### src/rtl/param_cache_pkg.sv
// cache_pkg: shared definitions for param_cache.
//   - FSM state encoding (2-bit) and its enum view
//   - sat_inc: saturating increment used by the hit/miss counters
package cache_pkg;

  localparam logic [1:0] ST_IDLE  = 2'd0;
  localparam logic [1:0] ST_FILL  = 2'd1;
  localparam logic [1:0] ST_WRITE = 2'd2;
  localparam logic [1:0] ST_DONE  = 2'd3;

  typedef enum logic [1:0] {
    IDLE  = ST_IDLE,
    FILL  = ST_FILL,
    WRITE = ST_WRITE,
    DONE  = ST_DONE
  } state_t;

  // Increment v, clamped to 2^w-1. Carried at 64 bits so one helper serves
  // any counter width; callers cast to their own width.
  function automatic logic [63:0] sat_inc(input logic [63:0] v, input int unsigned w);
    logic [63:0] max;
    max = (64'd1 << w) - 64'd1;
    return (v >= max) ? max : v + 64'd1;
  endfunction

endpackage

### src/rtl/param_cache_if.sv
// param_cache_if: CPU-side and memory-side handshake signals of param_cache.
//   slave  : the cache's view (CPU request in, memory request out)
//   master : the environment's view (CPU + memory)
//   cpu_req/cpu_we/cpu_addr/cpu_wdata, flush   -> cache
//   cpu_ready/cpu_rdata/cpu_hit                 <- cache
//   mem_req/mem_we/mem_addr/mem_wdata           <- cache
//   mem_rdata/mem_ack                           -> cache
interface param_cache_if #(
  parameter int ADDR_W = 16,
  parameter int DATA_W = 8
);
  logic              cpu_req;
  logic              cpu_we;
  logic [ADDR_W-1:0] cpu_addr;
  logic [DATA_W-1:0] cpu_wdata;
  logic              cpu_ready;
  logic [DATA_W-1:0] cpu_rdata;
  logic              cpu_hit;
  logic              flush;
  logic              mem_req;
  logic              mem_we;
  logic [ADDR_W-1:0] mem_addr;
  logic [DATA_W-1:0] mem_wdata;
  logic [DATA_W-1:0] mem_rdata;
  logic              mem_ack;

  modport slave (
    input  cpu_req, cpu_we, cpu_addr, cpu_wdata, flush, mem_rdata, mem_ack,
    output cpu_ready, cpu_rdata, cpu_hit, mem_req, mem_we, mem_addr, mem_wdata
  );

  modport master (
    output cpu_req, cpu_we, cpu_addr, cpu_wdata, flush, mem_rdata, mem_ack,
    input  cpu_ready, cpu_rdata, cpu_hit, mem_req, mem_we, mem_addr, mem_wdata
  );
endinterface

### src/rtl/param_cache_line_store.sv
// cache_line_store: valid/tag/data arrays of a direct-mapped cache.
//   clk, rst   : clock, async active-high reset (clears valid only)
//   clear      : synchronous invalidate of every line
//   lk_addr    : lookup address -> lk_hit, lk_rdata (combinational)
//   wr_en/wr_addr/wr_data : synchronous line write (tag from wr_addr, sets valid)
module cache_line_store #(
  parameter int ADDR_W  = 16,
  parameter int DATA_W  = 8,
  parameter int INDEX_W = 4
) (
  input  logic              clk,
  input  logic              rst,
  input  logic              clear,
  input  logic [ADDR_W-1:0] lk_addr,
  output logic              lk_hit,
  output logic [DATA_W-1:0] lk_rdata,
  input  logic              wr_en,
  input  logic [ADDR_W-1:0] wr_addr,
  input  logic [DATA_W-1:0] wr_data
);
  localparam int LINES = 1 << INDEX_W;
  localparam int TAG_W = ADDR_W - INDEX_W;

  logic [LINES-1:0]             valid;
  logic [LINES-1:0][TAG_W-1:0]  tags;
  logic [LINES-1:0][DATA_W-1:0] data;

  logic [INDEX_W-1:0] lk_idx, wr_idx;
  logic [TAG_W-1:0]   lk_tag, wr_tag;

  assign lk_idx   = lk_addr[INDEX_W-1:0];
  assign lk_tag   = lk_addr[ADDR_W-1:INDEX_W];
  assign wr_idx   = wr_addr[INDEX_W-1:0];
  assign wr_tag   = wr_addr[ADDR_W-1:INDEX_W];
  assign lk_hit   = valid[lk_idx] && (tags[lk_idx] == lk_tag);
  assign lk_rdata = data[lk_idx];

  always_ff @(posedge clk or posedge rst) begin
    if (rst)        valid         <= '0;
    else if (clear) valid         <= '0;
    else if (wr_en) valid[wr_idx] <= 1'b1;
  end

  // Tag/data carry no reset; valid alone qualifies them.
  always_ff @(posedge clk) begin
    if (wr_en) begin
      tags[wr_idx] <= wr_tag;
      data[wr_idx] <= wr_data;
    end
  end
endmodule

### src/rtl/param_cache.sv
// param_cache: direct-mapped, write-through, no-write-allocate cache.
//   clk_1, rst           : clock, async active-high reset
//   bus (slave modport)  : CPU request/ready and memory request/ack handshakes
//   hit_count/miss_count : saturating lookup counters (not cleared by flush)
module param_cache
  import cache_pkg::*;
#(
  parameter int ADDR_W  = 16,
  parameter int DATA_W  = 8,
  parameter int INDEX_W = 4,
  parameter int CNT_W   = 16
) (
  input  logic             clk_1,
  input  logic             rst,
  param_cache_if.slave     bus,
  output logic [CNT_W-1:0] hit_count,
  output logic [CNT_W-1:0] miss_count
);
  state_t            state, state_nx;
  logic              we_q, hit_q;
  logic [ADDR_W-1:0] addr_q;
  logic [DATA_W-1:0] wdata_q, rdata_q;
  logic              lk_hit;
  logic [DATA_W-1:0] lk_rdata;
  logic              flush_go, accept, wr_en;
  logic [DATA_W-1:0] wr_data;

  // flush wins over a simultaneous request; the request stays pending.
  assign flush_go = (state == IDLE) && bus.flush;
  assign accept   = (state == IDLE) && !bus.flush && bus.cpu_req;
  // Fills always write the line; writes only update a line they hit.
  assign wr_en    = bus.mem_ack && ((state == FILL) || ((state == WRITE) && hit_q));
  assign wr_data  = (state == FILL) ? bus.mem_rdata : wdata_q;

  cache_line_store #(.ADDR_W(ADDR_W), .DATA_W(DATA_W), .INDEX_W(INDEX_W)) u_store (
    .clk      (clk_1),
    .rst      (rst),
    .clear    (flush_go),
    .lk_addr  (bus.cpu_addr),
    .lk_hit   (lk_hit),
    .lk_rdata (lk_rdata),
    .wr_en    (wr_en),
    .wr_addr  (addr_q),
    .wr_data  (wr_data)
  );

  always_ff @(posedge clk_1 or posedge rst) begin
    if (rst) state <= IDLE;
    else     state <= state_nx;
  end

  always_comb begin
    state_nx      = state;
    bus.cpu_ready = 1'b0;
    bus.mem_req   = 1'b0;
    bus.mem_we    = 1'b0;
    case (state)
      IDLE: begin
        if (accept) begin
          if (bus.cpu_we)  state_nx = WRITE;
          else if (lk_hit) state_nx = DONE;
          else             state_nx = FILL;
        end
      end
      FILL: begin
        bus.mem_req = 1'b1;
        if (bus.mem_ack) state_nx = DONE;
      end
      WRITE: begin
        bus.mem_req = 1'b1;
        bus.mem_we  = 1'b1;
        if (bus.mem_ack) state_nx = DONE;
      end
      DONE: begin
        bus.cpu_ready = 1'b1;
        state_nx      = IDLE;
      end
      default: state_nx = IDLE;
    endcase
  end

  // Address/data come straight from the latch so they hold steady under mem_req.
  assign bus.mem_addr  = addr_q;
  assign bus.mem_wdata = wdata_q;
  assign bus.cpu_rdata = rdata_q;
  assign bus.cpu_hit   = hit_q;

  always_ff @(posedge clk_1 or posedge rst) begin
    if (rst) begin
      we_q       <= 1'b0;
      hit_q      <= 1'b0;
      addr_q     <= '0;
      wdata_q    <= '0;
      rdata_q    <= '0;
      hit_count  <= '0;
      miss_count <= '0;
    end else begin
      if (accept) begin
        we_q    <= bus.cpu_we;
        hit_q   <= lk_hit;
        addr_q  <= bus.cpu_addr;
        wdata_q <= bus.cpu_wdata;
        if (!bus.cpu_we && lk_hit) rdata_q <= lk_rdata;
        if (lk_hit) hit_count  <= CNT_W'(sat_inc(64'(hit_count), CNT_W));
        else        miss_count <= CNT_W'(sat_inc(64'(miss_count), CNT_W));
      end
      if ((state == FILL) && bus.mem_ack) rdata_q <= bus.mem_rdata;
    end
  end

  logic unused_we;
  assign unused_we = we_q;
endmodule

### src/flat_wrapper.sv
// flat-port wrapper written by rule: the top's interface ports become plain ports
module param_cache_flat import cache_pkg::*;
#(
  parameter int ADDR_W  = 16,
  parameter int DATA_W  = 8,
  parameter int INDEX_W = 4,
  parameter int CNT_W   = 16
)
  (clk_1, rst, hit_count, miss_count, bus_cpu_req, bus_cpu_we, bus_cpu_addr, bus_cpu_wdata, bus_flush, bus_mem_rdata, bus_mem_ack, bus_cpu_ready, bus_cpu_rdata, bus_cpu_hit, bus_mem_req, bus_mem_we, bus_mem_addr, bus_mem_wdata);
  param_cache_if #(.ADDR_W(ADDR_W), .DATA_W(DATA_W)) bus_i ();
  input  logic clk_1;
  input  logic rst;
  output logic [CNT_W-1:0] hit_count;
  output logic [CNT_W-1:0] miss_count;
  input wire logic [$bits(bus_i.cpu_req)-1:0] bus_cpu_req;
  input wire logic [$bits(bus_i.cpu_we)-1:0] bus_cpu_we;
  input wire logic [$bits(bus_i.cpu_addr)-1:0] bus_cpu_addr;
  input wire logic [$bits(bus_i.cpu_wdata)-1:0] bus_cpu_wdata;
  input wire logic [$bits(bus_i.flush)-1:0] bus_flush;
  input wire logic [$bits(bus_i.mem_rdata)-1:0] bus_mem_rdata;
  input wire logic [$bits(bus_i.mem_ack)-1:0] bus_mem_ack;
  output wire logic [$bits(bus_i.cpu_ready)-1:0] bus_cpu_ready;
  output wire logic [$bits(bus_i.cpu_rdata)-1:0] bus_cpu_rdata;
  output wire logic [$bits(bus_i.cpu_hit)-1:0] bus_cpu_hit;
  output wire logic [$bits(bus_i.mem_req)-1:0] bus_mem_req;
  output wire logic [$bits(bus_i.mem_we)-1:0] bus_mem_we;
  output wire logic [$bits(bus_i.mem_addr)-1:0] bus_mem_addr;
  output wire logic [$bits(bus_i.mem_wdata)-1:0] bus_mem_wdata;
  assign bus_i.cpu_req = bus_cpu_req;
  assign bus_i.cpu_we = bus_cpu_we;
  assign bus_i.cpu_addr = bus_cpu_addr;
  assign bus_i.cpu_wdata = bus_cpu_wdata;
  assign bus_i.flush = bus_flush;
  assign bus_i.mem_rdata = bus_mem_rdata;
  assign bus_i.mem_ack = bus_mem_ack;
  assign bus_cpu_ready = bus_i.cpu_ready;
  assign bus_cpu_rdata = bus_i.cpu_rdata;
  assign bus_cpu_hit = bus_i.cpu_hit;
  assign bus_mem_req = bus_i.mem_req;
  assign bus_mem_we = bus_i.mem_we;
  assign bus_mem_addr = bus_i.mem_addr;
  assign bus_mem_wdata = bus_i.mem_wdata;
  param_cache #(.ADDR_W(ADDR_W), .DATA_W(DATA_W), .INDEX_W(INDEX_W), .CNT_W(CNT_W)) u_core (.clk_1(clk_1), .rst(rst), .bus(bus_i), .hit_count(hit_count), .miss_count(miss_count));
endmodule
### config.mk
export PLATFORM = sky130hd
export DESIGN_NAME = param_cache_flat
export DESIGN_NICKNAME = d
export VERILOG_FILES = /design/src/rtl/param_cache_pkg.sv /design/src/rtl/param_cache_if.sv /design/src/rtl/param_cache_line_store.sv /design/src/rtl/param_cache.sv /design/src/flat_wrapper.sv
export SDC_FILE = /design/constraint.sdc
export NUM_CORES = 1
export LEC_CHECK = 0
export CORE_MARGIN = 8
export CORE_UTILIZATION = 64
export DETAILED_ROUTE_END_ITERATION = 8
export PLACE_DENSITY = 0.93
export SLEW_MARGIN = 20
export SYNTH_ARGS = -nofsm -noshare
export SYNTH_HDL_FRONTEND = slang
export SYNTH_HIERARCHICAL = 1
export SYNTH_SLANG_ARGS = --single-unit
### constraint.sdc
create_clock -name clk_1 -period 7.85 [get_ports clk_1]
set_clock_uncertainty 0.2 [all_clocks]
set_input_delay 1.9625 -clock clk_1 [delete_from_list [all_inputs] [get_ports clk_1]]
set_output_delay 1.9625 -clock clk_1 [all_outputs]
set_load 0.01 [all_outputs]
======== Yosys cells after proc, flatten, opt, wreduce, memory -nomap -nowiden ========
Index checks and enable logic that the tools add are counted.
storage, ports and cells
  input port bits ......................... 38
  bits in registers ....................... 403
  word-level logic and storage cells ...... 106
  output and inout port bits .............. 68
cells by class
  bitwise logic cells ..................... 2
  reductions and logical operators ........ 21
  equality and inequality tests ........... 6
  multiplexer cells ....................... 30
  add/sub/neg operators ................... 2
  magnitude comparators ................... 5
operators with widths
  cell                                                               count
  bitwise mux 192 bit                                                1
  bitwise mux 128 bit                                                1
  2-to-1 mux 16 bit                                                  4
  binary-select mux 12 bit (select 4 bit)                            1
  demux 12 bit (select 4 bit)                                        1
  2-to-1 mux 8 bit                                                   6
  adder 16 x 1 -> 16 bit, second input constant                      2
  binary-select mux 8 bit (select 4 bit)                             1
  demux 8 bit (select 4 bit)                                         1
  greater-or-equal comparator 16 bit, second input constant          2
  2-to-1 mux 12 bit                                                  2
  OR 16 bit                                                          1
  == test 12 bit                                                     1
  < comparator 4 x 5 -> 1 bit, second input constant                 2
  logical AND 1 bit                                                  9
  2-to-1 mux 2 bit                                                   4
  AND reduction 2 bit                                                4
  one-hot mux 2 bit (3 select lines)                                 1
  nonzero test 2 bit                                                 3
  2-to-1 mux 1 bit                                                   5
  binary-select mux 1 bit (select 4 bit)                             1
  demux 1 bit (select 4 bit)                                         1
  == test 2 bit, second input constant                               2
  greater-or-equal comparator 4 x 1 -> 1 bit, second input constant  1
  7 further kinds                                                    9

======== Longest topological paths before layout ========
  depth after elaboration ................. 8
  mapped depth ............................ 15
  mapped depth without buffers ............ 11

======== Modules after synthesis ========
Netlist, hierarchy kept.
by module, submodules not included
  module            instances  cells an instance  area an instance (µm²)  seq. area each (µm²)
  cache_line_store  1          611                13249.0                 10009.6
  param_cache       1          296                3250.6                  1676.6

======== Worst setup path after synthesis ========
No wires, ideal clock.
  path kind ............................... input to register
  start ................................... input bus_cpu_addr[2]
  end ..................................... register u_core.hit_count[15]
  buffers on the path ..................... 3
  arrival ................................. 4.725 ns
  library setup time ...................... 0.071 ns
  stages on the path ...................... 12
  slack ................................... 2.854 ns
  required time ........................... 7.579 ns
  path through ............................ buf_4 -> buf_2 -> buf_2 -> mux4_2 -> nand3b_1 -> o21ai_0 -> a2111oi_2 -> and4_1 -> nand4_2 -> or2_2 -> or4_1 -> nand3_1
on the way
  longest elaborated chain between the ends .. 5
  elaborated cells between the ends (all ways) .. 7
  classes of those cells .................. eq/ne: 1; mux: 4; reduce/logical: 2
ends and longest elaborated chain
  what                                     line                          source
  start: declaration                       flat_wrapper.sv:17            input wire logic [$bits(bus_i.cpu_addr)-1:0] bus_cpu_addr;
  binary-select mux 12 bit (select 4 bit)  param_cache_line_store.sv:35  assign lk_hit = valid[lk_idx] && (tags[lk_idx] == lk_tag);
  2-to-1 mux 12 bit (implied by the code)  param_cache_line_store.sv:35
  == test 12 bit                           param_cache_line_store.sv:35
  logical AND 1 bit *                      param_cache_line_store.sv:35
  via u_core.lk_hit                        param_cache.sv:23             logic lk_hit;
  AND reduction 2 bit (no line) *          -
  end signal: assignment                   param_cache.sv:104            if (lk_hit) hit_count <= CNT_W'(sat_inc(64'(hit_count), CNT_W));
  end: declaration                         param_cache.sv:16             output logic [CNT_W-1:0] hit_count,
The timed path passes the listed nets; every way through them passes the cells marked *. The select of a mux whose other input is x is not followed.
A chain may end at the register's enable or synchronous reset.

======== Final worst setup path ========
  start ................................... input bus_cpu_addr[2]
  end ..................................... register u_core.hit_count[14]
Same word-level chain as after synthesis.

==> flow_summary.toml <==
[die]
start_util = 0.653
dieArea_mm2 = 0.0312
ios = 106
rows = 58
fp.dieH_um = 177
core_mm2 = 0.0253
fp.dieW_um = 177

[clock_network]
holdBufCountCts = 0
htreeDepth = 2
cts_sinks = 403
tritoncts = "yes"
cts_resized = 0
clk_latency_ns = 0.53
cts_buffers = 40
clk_pin_slew_ns = 0.06
cts_setup_buffers = 0
root_buffer = "clkbuf_16"
cts_buffer_depth = 3

[yosys]
synth.avg_cell_area_um2 = 18.2
synth-xor-area-share = 0.0154
synth-seq-cells = 403
synth_top_family_by_area = "multiplexers"
synthArstFlopShare = 0.206
yosys.area_share.simple = 0.0602
synth.cell_area_mm2 = 0.0165
yosysUniqueCellTypes = 65
synth_compound_area_frac = 0.0258
synth-seq-area-share = 0.708
synth-adder-area-share = 0.00531
synthCells = 907
yosys_most_used_dff = "edfxtp_1"
synth_edf_count = 320
yosys-top-cells-area = "edfxtp_1 (58%), dfrtp_1 (13%), mux4_2 (10%), mux2_2 (2.7%), mux2i_1 (2.2%)"
synth_top_area_share = 0.582
yosysTopAreaCell = "edfxtp_1"
synthMuxAreaShare = 0.168
syn_nets = 952
synth_warnings = 6

[drt]
first_pass_iters = 6
drc_errors = 0
drt-initial-drc-count = 1394
postRouteAntennaNets = 0
vias_per_cell = 6.89
vias = 9619
routedWlPerCell_um = 29.2
finalWirelength_um = 40800

[outcome]
status = "finished clean"

[layout]
drive_gt1_frac = 0.213
finalNetCount = 1083
final_cell_mix = "edfxtp_1 (320), clkdlybuf4s50_1 (102), dfrtp_1 (83), mux4_2 (76), nor2_1 (66)"
stdcell_area_mm2 = 0.0193
diodes = 0
syn_to_final_growth_pct = 16.9
layout_commonest_cell = "edfxtp_1"
n_fill_cell = 1309

[grt]
gr-usage-all-layers = 0.260
grt-ovfl-total = 0
grt_pass1_wl_um = 60000
antenna_found_initial = 0
first_global_vias = 9544
grt_max_degree = 66

[worst_setup_path]
slowest_stage = "buf_2"
r2r_setup_slack_ns = 3.85
required_ns = 8.06
endpoint_kind = "flip-flop"
critPathLaunchType = "primary input"
cp_slowest_stage_delay_ns = 0.76
crit_path_max_fanout = 34
crit_type = "primary input to flip-flop"
cp.arrival_ns = 6.31
crit_chain = "buf_2 -> buf_4 -> mux4_2 -> xnor2_1 -> o211ai_1 -> o211ai_1 -> nand3_1 -> nor4_1 -> and4_1 -> nand4_1 -> nor3_1 -> nand4_1 -> mux2_2"

[placed_design]
portBuffers = 105
hpwl_um = 22900
dpl_cell_area_mm2 = 0.0179
gp_congestion = 0.821

[timing]
fmax_ghz = 0.164
relSlewSlack = 0.282
rsz0062_at_grt = "false"
setup_viol = 0
drv_slew = 0
post-route-period-util = 0.776
final.min_clock_period_ns = 6.09
finalSetupTns_ns = 0
hold_violations = 0
worst_pin_slew_ns = 1.08

[power]
clkPwrFrac = 0.317
pwr-share-seq = 0.506
p_leak_nw = 6.76
combinationalPowerShare = 0.177
power_density_mw_per_mm2 = 318
max-vdd-ir-drop_mv = 0.253
p_int_mw = 4.46
switchingPower_mw = 1.67
p_sw_frac = 0.273

[job]
drv_cap = 0

[hold_path]
min_path_type = "flip-flop to flip-flop"
==> final timing paths <==
kind / cells after the start / from / end
worst max-delay path: 13 / bus_cpu_addr[2] / u_core/hit_count[14]$_DFFE_PP0P_
worst min-delay path: 2 / u_core/u_store/valid[11]$_DFFE_PP0P_ / u_core/u_store/valid[11]$_DFFE_PP0P_
worst max register to register: 11 / u_core/u_store/tags[80]$_DFFE_PP_ / u_core/hit_count[14]$_DFFE_PP0P_
worst min register to register: 2 / u_core/u_store/valid[11]$_DFFE_PP0P_ / u_core/u_store/valid[11]$_DFFE_PP0P_
max in group asynchronous: 3 / rst / u_core/hit_count[11]$_DFFE_PP0P_
min in group asynchronous: 2 / rst / u_core/bus.mem_addr[6]$_DFFE_PP0P_
==> synth_stat cells (3+ instances only) <==
master      n
edfxtp_1  320
dfrtp_1    83
nor2_1     78
mux4_2     76
mux2_2     39
mux2i_1    36
a21oi_1    30
nand2_1    26
xnor2_1    24
inv_1      12
nand3_1    12
nor3_1     12
buf_2      11
mux4_1     10
nand4_1    10
clkbuf_1    9
nor4_1      9
buf_4       8
ha_1        7
o21ai_0     7
nand2b_1    6
nand3b_1    5
xor2_1      5
and3_1      4
nor2b_1     4
o211ai_1    4
o21ai_1     4
and4_1      3
buf_6       3
nor4_2      3
==> layer usage <==
layer	vias to the layer above	global-route usage	wire length [um]
met5	-	0	0
met4	0	0.101	1630
met3	137	0.0585	4650
met2	737	0.426	19800
met1	4863	0.337	14700
li1	3882	-	-
==> registers in the layout, summed over array words and instances (netlist names) <==
| signal | flops |
|---|---|
| u_core/u_store/tags | 192 |
| u_core/u_store/data | 128 |
| u_core/bus.mem_addr | 16 |
| u_core/hit_count | 16 |
| u_core/miss_count | 16 |
| u_core/u_store/valid | 16 |
| u_core/bus.cpu_rdata | 8 |
| u_core/bus.mem_wdata | 8 |
| u_core/state | 2 |
| u_core/bus.cpu_hit | 1 |
==> worst max-delay path, delay by kind of cell <==
| family | cells | cell delay (ns) |
|---|---|---|
| mux | 2 | 0.68 |
| buf+inv | 2 | 1.20 |
| compound gates | 2 | 0.44 |
| simple gates | 6 | 1.77 |
| xor+xnor | 1 | 0.23 |
==> area by class of cell <==
type,count,area (um^2),area share
Inverter,13,50.0,0.00260
Timing Repair Buffer,124,1180,0.0614
Tap cell,330,413,0.0214
Clock buffer,46,1050,0.0547
Sequential cell,403,11700,0.606
Clock inverter,25,275,0.0143
Multi-Input combinational cell,456,4620,0.240
==> kinds of logic after synthesis <==
family                   after synthesis
AO/OA/AOI/OAI                         67
XOR/XNOR                              29
adder cells (fa/ha/maj)                7
buffers and inverters                 48
flip-flops                           403
multiplexers                         161
AND/OR/NAND/NOR                      192
==> power by group through the flow <==
stage / registers [mW] / clock network [mW] / logic (mW)
floorplan: 3.08 / 0 / 0.545
global route: 3.14 / 2.03 / 1.14
detailed placement: 3.13 / 0 / 1.05
global placement: 3.09 / 0 / 1.00
CTS: 3.10 / 1.96 / 1.07
finish: 3.11 / 1.94 / 1.08
==> metrics by stage <==
step / worst slack, ns / instances / hold slack, ns / utilization / total power [mW]
after floorplan: 2.85 / 907 / 0.258 / - / 3.63
after global placement: 1.69 / 1326 / 0.272 / 0.711 / 4.10
after detailed placement: 1.38 / 1326 / 0.281 / 0.711 / 4.18
after CTS: 1.85 / 1397 / 0.295 / 0.763 / 6.13
after global routing: 1.63 / 1397 / 0.318 / 0.763 / 6.31
final: 1.76 / 1397 / 0.288 / 0.763 / 6.13
(Power assumes the default switching activity.)
